**src/rtl/watch_pkg.sv**
```systemverilog
// Shared types for the watch front-end controller: mode ring, edited
// field, button priority order and the two controller states.
package watch_pkg;

  localparam int NUM_MODES = 7;
  localparam int NUM_BTNS  = 6;

  typedef enum logic [2:0] {
    MODE_DATE      = 3'd0,
    MODE_WATCH     = 3'd1,
    MODE_ALARM     = 3'd2,
    MODE_STOPWATCH = 3'd3,
    MODE_TIMER     = 3'd4,
    MODE_DDAY      = 3'd5,
    MODE_LADDER    = 3'd6
  } mode_t;

  typedef enum logic [1:0] {
    FIELD_LO  = 2'd0,
    FIELD_MID = 2'd1,
    FIELD_HI  = 2'd2
  } field_t;

  // Lower index means higher priority when several presses coincide.
  typedef enum logic [2:0] {
    BTN_ESC   = 3'd0,
    BTN_ENTER = 3'd1,
    BTN_UP    = 3'd2,
    BTN_DOWN  = 3'd3,
    BTN_LEFT  = 3'd4,
    BTN_RIGHT = 3'd5,
    BTN_NONE  = 3'd6
  } btn_t;

  typedef enum logic {
    ST_NAV  = 1'b0,
    ST_EDIT = 1'b1
  } state_t;

  // Highest-priority press in the vector, or BTN_NONE.
  function automatic btn_t pick_btn(input logic [NUM_BTNS-1:0] p);
    btn_t r;
    r = BTN_NONE;
    for (int i = NUM_BTNS - 1; i >= 0; i--) begin
      if (p[i]) r = btn_t'(3'(i));
    end
    return r;
  endfunction

  function automatic field_t field_left(input field_t f);
    case (f)
      FIELD_LO:  return FIELD_MID;
      FIELD_MID: return FIELD_HI;
      default:   return FIELD_LO;
    endcase
  endfunction

  function automatic field_t field_right(input field_t f);
    case (f)
      FIELD_HI:  return FIELD_MID;
      FIELD_MID: return FIELD_LO;
      default:   return FIELD_HI;
    endcase
  endfunction

endpackage

```
**src/rtl/btn_cond.sv**
```systemverilog
// Button conditioner: two-flop synchronizer on an active-low raw input,
// debounce on the inverted level, one-cycle pulse on accepted press.
module btn_cond #(
  parameter int DEBOUNCE_CYCLES = 20000
) (
  input  logic clk,
  input  logic rst,
  input  logic btn_n_i,
  output logic level_o,
  output logic press_o
);

  localparam int CW = $clog2(DEBOUNCE_CYCLES + 1);
  localparam logic [CW-1:0] CNT_LAST = CW'(DEBOUNCE_CYCLES - 1);

  logic          sync1_q, sync1_d;
  logic          sync2_q, sync2_d;
  logic          deb_q, deb_d;
  logic [CW-1:0] cnt_q, cnt_d;
  logic          press_q, press_d;
  logic          sample;

  // Count consecutive samples that disagree with the accepted level.
  always_comb begin
    sync1_d = btn_n_i;
    sync2_d = sync1_q;
    sample  = ~sync2_q;
    deb_d   = deb_q;
    cnt_d   = '0;
    press_d = 1'b0;
    if (sample != deb_q) begin
      if (cnt_q == CNT_LAST) begin
        deb_d   = sample;
        press_d = sample;
      end else begin
        cnt_d = cnt_q + CW'(1);
      end
    end
  end

  // Synchronizer resets to the released (high) raw level.
  always_ff @(posedge clk) begin
    if (rst) begin
      sync1_q <= 1'b1;
      sync2_q <= 1'b1;
      deb_q   <= 1'b0;
      cnt_q   <= '0;
      press_q <= 1'b0;
    end else begin
      sync1_q <= sync1_d;
      sync2_q <= sync2_d;
      deb_q   <= deb_d;
      cnt_q   <= cnt_d;
      press_q <= press_d;
    end
  end

  assign level_o = deb_q;
  assign press_o = press_q;

endmodule

```
**src/rtl/watch_mode_ctrl.sv**
```systemverilog
// Watch display front-end: conditions six buttons, runs the mode ring and
// the date/watch edit state, issues inc/dec strobes and the blink mask.
// Optional hold-to-repeat in edit: WATCH_MODE_CTRL_AUTO_REPEAT_EN.
module watch_mode_ctrl
  import watch_pkg::*;
#(
  parameter int DEBOUNCE_CYCLES = 20000,
  parameter int BLINK_HALF      = 500000,
  parameter int EDIT_TIMEOUT    = 30000000
) (
  input  logic       clk,
  input  logic       rst,
  input  logic       up_i,
  input  logic       down_i,
  input  logic       left_i,
  input  logic       right_i,
  input  logic       enter_i,
  input  logic       esc_i,
  output logic [2:0] mode,
  output logic       edit,
  output logic [1:0] field,
  output logic       inc_o,
  output logic       dec_o,
  output logic [5:0] digit_en
);

  localparam int REPEAT_DELAY  = 8 * BLINK_HALF;
  localparam int REPEAT_PERIOD = BLINK_HALF;
  localparam int BW = $clog2(BLINK_HALF + 1);
  localparam int IW = $clog2(EDIT_TIMEOUT + 1);
  localparam int RW = $clog2(REPEAT_DELAY + 1);
  localparam logic [BW-1:0] BLINK_LAST = BW'(BLINK_HALF - 1);
  localparam logic [IW-1:0] IDLE_LAST  = IW'(EDIT_TIMEOUT - 1);
  localparam logic [RW-1:0] REP_LAST   = RW'(REPEAT_DELAY - 1);
  localparam logic [RW-1:0] REP_RELOAD = RW'(REPEAT_DELAY - REPEAT_PERIOD);
`ifdef WATCH_MODE_CTRL_AUTO_REPEAT_EN
  localparam logic REPEAT_EN = 1'b1;
`else
  localparam logic REPEAT_EN = 1'b0;
`endif

  logic [NUM_BTNS-1:0] raw_n, press, level;
  logic                unused_levels;

  assign raw_n = {right_i, left_i, down_i, up_i, enter_i, esc_i};
  // Only up/down levels matter (hold-to-repeat); the rest are sinks.
  assign unused_levels = ^{level[BTN_ESC], level[BTN_ENTER], level[BTN_LEFT], level[BTN_RIGHT]};

  for (genvar g = 0; g < NUM_BTNS; g++) begin : g_btn
    btn_cond #(.DEBOUNCE_CYCLES(DEBOUNCE_CYCLES)) u_btn (
      .clk     (clk),
      .rst     (rst),
      .btn_n_i (raw_n[g]),
      .level_o (level[g]),
      .press_o (press[g])
    );
  end

  state_t        state_q, state_d;
  mode_t         mode_q, mode_d;
  field_t        field_q, field_d;
  logic          inc_q, inc_d, dec_q, dec_d;
  logic [BW-1:0] blink_cnt_q, blink_cnt_d;
  logic          phase_q, phase_d;
  logic [IW-1:0] idle_q, idle_d;
  logic          rep_on_q, rep_on_d, rep_dn_q, rep_dn_d;
  logic [RW-1:0] rep_cnt_q, rep_cnt_d;
  btn_t          act;
  logic          any_press, rep_held, rep_fire;

  assign act       = pick_btn(press);
  assign any_press = |press;
  assign rep_held  = rep_dn_q ? level[BTN_DOWN] : level[BTN_UP];
  assign rep_fire  = REPEAT_EN && rep_on_q && rep_held && (rep_cnt_q == REP_LAST);

  // Next-state: the single highest-priority press acts, then repeat, then timeout.
  always_comb begin
    state_d     = state_q;
    mode_d      = mode_q;
    field_d     = field_q;
    inc_d       = 1'b0;
    dec_d       = 1'b0;
    idle_d      = '0;
    blink_cnt_d = (blink_cnt_q == BLINK_LAST) ? '0 : blink_cnt_q + BW'(1);
    phase_d     = (blink_cnt_q == BLINK_LAST) ? ~phase_q : phase_q;
    rep_on_d    = rep_on_q;
    rep_dn_d    = rep_dn_q;
    rep_cnt_d   = rep_cnt_q;
    if (rep_on_q) begin
      if (rep_held) rep_cnt_d = (rep_cnt_q == REP_LAST) ? REP_RELOAD : rep_cnt_q + RW'(1);
      else          rep_on_d  = 1'b0;
    end
    case (state_q)
      ST_NAV: begin
        rep_on_d = 1'b0;
        case (act)
          BTN_UP:   mode_d = (mode_q == mode_t'(NUM_MODES - 1)) ? MODE_DATE
                                                                : mode_t'(3'(mode_q) + 3'd1);
          BTN_DOWN: mode_d = (mode_q == MODE_DATE) ? mode_t'(NUM_MODES - 1)
                                                   : mode_t'(3'(mode_q) - 3'd1);
          BTN_ENTER: begin
            if (mode_q == MODE_DATE || mode_q == MODE_WATCH) begin
              state_d     = ST_EDIT;
              field_d     = FIELD_HI;
              blink_cnt_d = '0;
              phase_d     = 1'b1;
            end
          end
          default: ;
        endcase
      end
      ST_EDIT: begin
        if (any_press) begin
          rep_on_d = 1'b0;
          case (act)
            BTN_ESC: begin
              state_d = ST_NAV;
              field_d = FIELD_HI;
            end
            BTN_UP: begin
              inc_d = 1'b1; rep_on_d = 1'b1; rep_dn_d = 1'b0; rep_cnt_d = '0;
            end
            BTN_DOWN: begin
              dec_d = 1'b1; rep_on_d = 1'b1; rep_dn_d = 1'b1; rep_cnt_d = '0;
            end
            BTN_LEFT:  field_d = field_left(field_q);
            BTN_RIGHT: field_d = field_right(field_q);
            default: ;
          endcase
        end else if (rep_fire) begin
          inc_d = ~rep_dn_q;
          dec_d = rep_dn_q;
        end else if (idle_q == IDLE_LAST) begin
          state_d  = ST_NAV;
          field_d  = FIELD_HI;
          rep_on_d = 1'b0;
        end else begin
          idle_d = idle_q + IW'(1);
        end
      end
      default: state_d = ST_NAV;
    endcase
  end

  // Controller state register; reset aborts any edit in progress.
  always_ff @(posedge clk) begin
    if (rst) begin
      state_q     <= ST_NAV;
      mode_q      <= MODE_WATCH;
      field_q     <= FIELD_HI;
      inc_q       <= 1'b0;
      dec_q       <= 1'b0;
      blink_cnt_q <= '0;
      phase_q     <= 1'b1;
      idle_q      <= '0;
      rep_on_q    <= 1'b0;
      rep_dn_q    <= 1'b0;
      rep_cnt_q   <= '0;
    end else begin
      state_q     <= state_d;
      mode_q      <= mode_d;
      field_q     <= field_d;
      inc_q       <= inc_d;
      dec_q       <= dec_d;
      blink_cnt_q <= blink_cnt_d;
      phase_q     <= phase_d;
      idle_q      <= idle_d;
      rep_on_q    <= rep_on_d;
      rep_dn_q    <= rep_dn_d;
      rep_cnt_q   <= rep_cnt_d;
    end
  end

  // Blink mask: only the edited digit pair follows the blink phase.
  always_comb begin
    digit_en = 6'b111111;
    if (state_q == ST_EDIT) begin
      case (field_q)
        FIELD_LO:  digit_en[1:0] = {2{phase_q}};
        FIELD_MID: digit_en[3:2] = {2{phase_q}};
        default:   digit_en[5:4] = {2{phase_q}};
      endcase
    end
  end

  assign mode  = mode_q;
  assign edit  = (state_q == ST_EDIT);
  assign field = field_q;
  assign inc_o = inc_q;
  assign dec_o = dec_q;

endmodule

```
**config.mk**
```make
export PLATFORM = sky130hd
export DESIGN_NAME = watch_mode_ctrl
export DESIGN_NICKNAME = d
export VERILOG_FILES = /design/src/rtl/watch_pkg.sv /design/src/rtl/btn_cond.sv /design/src/rtl/watch_mode_ctrl.sv
export SDC_FILE = /design/constraint.sdc
export NUM_CORES = 1
export LEC_CHECK = 0
export ABC_CLOCK_PERIOD_IN_PS = 2850
export CAP_MARGIN = 20
export CORE_MARGIN = 5
export CORE_UTILIZATION = 60
export DETAILED_ROUTE_END_ITERATION = 8
export PLACE_DENSITY = 0.87
export SKIP_CTS_REPAIR_TIMING = 1
export SLEW_MARGIN = 20
export SYNTH_ARGS = -nofsm -noshare
export SYNTH_HDL_FRONTEND = slang
export SYNTH_SLANG_ARGS = --single-unit
```
**constraint.sdc**
```tcl
create_clock -name clk -period 2.85 [get_ports clk]
set_clock_uncertainty 0.05 [all_clocks]
set_input_delay 0.7125 -clock clk [delete_from_list [all_inputs] [get_ports clk]]
set_output_delay 0.7125 -clock clk [all_outputs]
set_load 0.03 [all_outputs]
```
==> flow_summary.toml <==
[run_status]
outcome = "completed"

[synth]
ys.flop_type = "dfxtp_1"
synth_nets = 869
synthArstFlopShare = 0
netlist_area_mm2 = 0.007477
ys_seq_area_frac = 0.4471
ys_ff_latch = 167
yosysWarnings = 0
avgSynthCellArea_um2 = 8.859
synth_cells = 844
synth_edf_count = 0
yosysUniqueCellTypes = 53

[route]
drtIter0Drc = 340
postRouteAntennaNets = 0
via_per_inst = 5.557
drt_pass1_iterations = 5
wl_um = 13580
vias = 5818
wire_per_inst_um = 12.97
drcViolationCount = 0

[flow_run]
maxCapViolCount = 0

[timing]
slew_viol_final = 0
fmax_mhz = 362.4
hold_slack_ns = 0.3536
setup_viol = 0
fin_crit_sh = 0.9683
hold_viol = 0
setup_tns_ns = 0
layout_min_cycle_time_ns = 2.760
slew_headroom = 0.5402
tightest_slew_ns = 0.6851
rsz0062_at_grt = "false"

[setup_path]
critPathArrivalTime_ns = 2.00
critPathRequiredTime_ns = 2.09
reg2reg_from = "idle_q[0]$_SDFF_PP0_"
cp_cell_sequence = "inv_1 > ha_1 > nand2_1 > clkdlybuf4s50_1"
critPathMaxStageDelay_ns = 0.66
slowest_stage = "clkdlybuf4s50_1"
crit_start = "field[0]$_SDFFE_PP0P_"
crit_fanout = 5
start_kind = "flop"
critPathTopFamily = "buffers and inverters"
path_class = "flop to output port"
cp_num_buf_inv = 2
endpoint_kind = "output port"

[clock_tree]
path_clk_slew_ns = 0.07
cts_tree = "done"
clock_sinks = 167
insertion_delay_ns = 0.43
cts-root-buf = "clkbuf_16"
cts_buffers = 17
cts_max_path_buffers = 2
h-tree-depth = 4

[min_path]
hp-start = "g_btn[1].u_btn.sync1_q$_SDFF_PP1_"
hold_path.class = "flop to flop"

[die]
die_w_um = 121.6
rows = 40
start_util = 0.6174
core_mm2 = 0.01211
ios = 22
dieArea_mm2 = 0.01480
fp.dieH_um = 121.6

[grt]
grt_util_all_layers = 0.1964
grt_max_degree = 26
grt_pass1_vias = 5471
grt_first_pass_wirelength_um = 24170
antenna_found_initial = 0
overflow = 0

[final_layout]
n_antenna_cell = 0
drive_above_1_share = 0.08077
area_delta_synth_final_pct = 13.62
n_fill_cell = 908
nets = 891

[place]
dp_hpwl_um = 9141
routabilityCongestion = 0.8568
portBuffers = 21

[power_and_ir_drop]
powerDensity_mw_per_mm2 = 573.3
leakage_uw = 0.002670
peakVddDrop_v = 0.0004532
sequential cells by signal (all words and copies together) (netlist names):
| name | count |
|---|---|
| blink_cnt_q | 19 |
| g_btn.u_btn.sync1_q | 6 |
| inc_o | 1 |
| edit | 1 |
| phase_q | 1 |
| g_btn.u_btn.level_o | 6 |
| idle_q | 25 |
| g_btn.u_btn.cnt_q | 90 |
| dec_o | 1 |
| mode | 3 |
| g_btn.u_btn.sync2_q | 6 |
| g_btn.u_btn.press_o | 6 |
| field | 2 |
layout by cell type, fill, tap and decap left out, types with 4 or more instances in the layout:
cell | synthesis | layout
a211oi_1 | 13 | 13
nor3_1 | 38 | 38
and3_1 | 8 | 8
nor3b_1 | 4 | 4
bufinv_16 | 0 | 4
o31ai_1 | 7 | 7
nor2_1 | 121 | 121
nor4_1 | 25 | 25
or4_1 | 12 | 12
nand3_1 | 39 | 39
buf_4 | 3 | 10
ha_1 | 17 | 17
nand4_1 | 39 | 39
or2_2 | 19 | 19
nor4b_1 | 5 | 5
clkdlybuf4s50_1 | 0 | 18
nand2_1 | 51 | 51
dfxtp_1 | 167 | 167
and2_1 | 6 | 6
nand2b_1 | 11 | 11
clkinv_4 | 0 | 4
clkbuf_16 | 0 | 17
o21ai_0 | 15 | 15
xnor2_1 | 65 | 65
a21oi_1 | 15 | 15
and4_1 | 15 | 15
inv_1 | 31 | 31
xor2_1 | 41 | 41
or3_1 | 15 | 15
final cells by class:
class	count	area [um2]	area share
Multi-Input combinational cell	618	3887	0.4576
Tap cell	168	210.2	0.02474
Timing Repair Buffer	31	292.8	0.03446
Sequential cell	167	3343	0.3935
Inverter	31	116.4	0.01370
Clock inverter	12	188.9	0.02224
Clock buffer	20	456.7	0.05376
where the power goes:
part           switching, uW  internal [uW]
combinational           31.6           27.9
clock                    927           1530
sequential              10.0           2350
total                    968           3900
metrics by stage:
stage	power (uW)	worst slack [ns]	area, um2	utilization	std cells
CTS	4922	0.02315	8488	0.7008	1047
detailed placement	2469	0.2763	7843	0.6475	1015
global route	5026	0.01287	8496	0.7014	1047
global placement	2466	0.3452	7835	0.6469	1014
floorplan	2444	0.6378	7477	-	844
finish	4871	0.09048	8496	0.7014	1047
cells in the mapped netlist, types with 2 or more instances:
master    count  share of area
a211oi_1     13          0.013
a21oi_1      15          0.010
a311oi_1      2         0.0023
a31oi_1       2         0.0017
and2_1        6         0.0050
and3_1        8         0.0067
and4_1       15          0.018
buf_2         5         0.0033
buf_4         3         0.0030
clkbuf_1     19         0.0095
dfxtp_1     167           0.45
ha_1         17          0.028
inv_1        31          0.016
mux2i_1       2         0.0027
nand2_1      51          0.026
nand2b_1     11         0.0092
nand3_1      39          0.026
nand4_1      39          0.033
nor2_1      121          0.061
nor2b_1       2         0.0017
nor3_1       38          0.025
nor3b_1       4         0.0040
nor4_1       25          0.021
nor4b_1       5         0.0059
nor4bb_1      3         0.0040
o21ai_0      15          0.010
o221ai_1      2         0.0023
o31ai_1       7         0.0070
or2_2        19          0.016
or3_1        15          0.013
or4_1        12          0.012
or4_4         3         0.0045
or4b_1        3         0.0040
or4b_2        2         0.0027
xnor2_1      65          0.076
xor2_1       41          0.048
worst paths after layout:
check	endpoint	depth (start not counted)	slack [ns]
max	digit_en[1]	4	0.09
min	g_btn[1].u_btn.sync2_q$_SDFF_PP1_	1	0.35
max reg2reg	idle_q[20]$_SDFF_PP0_	5	0.52
min reg2reg	g_btn[1].u_btn.sync2_q$_SDFF_PP1_	1	0.35
cell families after synthesis:
group                      count (synthesis)  share of synthesized area
xor gates and xnor gates                 106                     0.1242
AOI/OAI and AO/OA                         64                    0.05606
buffers and inverters                     59                    0.03296
muxes                                      2                   0.002677
DFF                                      167                     0.4471
and+or+nand+nor                          429                     0.3086
adders and majority gates                 17                    0.02845
layer usage:
layer,part of all wire,wire [um],vias to the layer above,track usage
met5,0,0,-,0
met4,0.019,260,0,0.08683
met3,0.035,470,23,0.04457
met2,0.48,6459,95,0.3244
met1,0.47,6387,2692,0.2460
li1,-,-,3008,-
No activity file was read; power rests on OpenSTA's default activity.
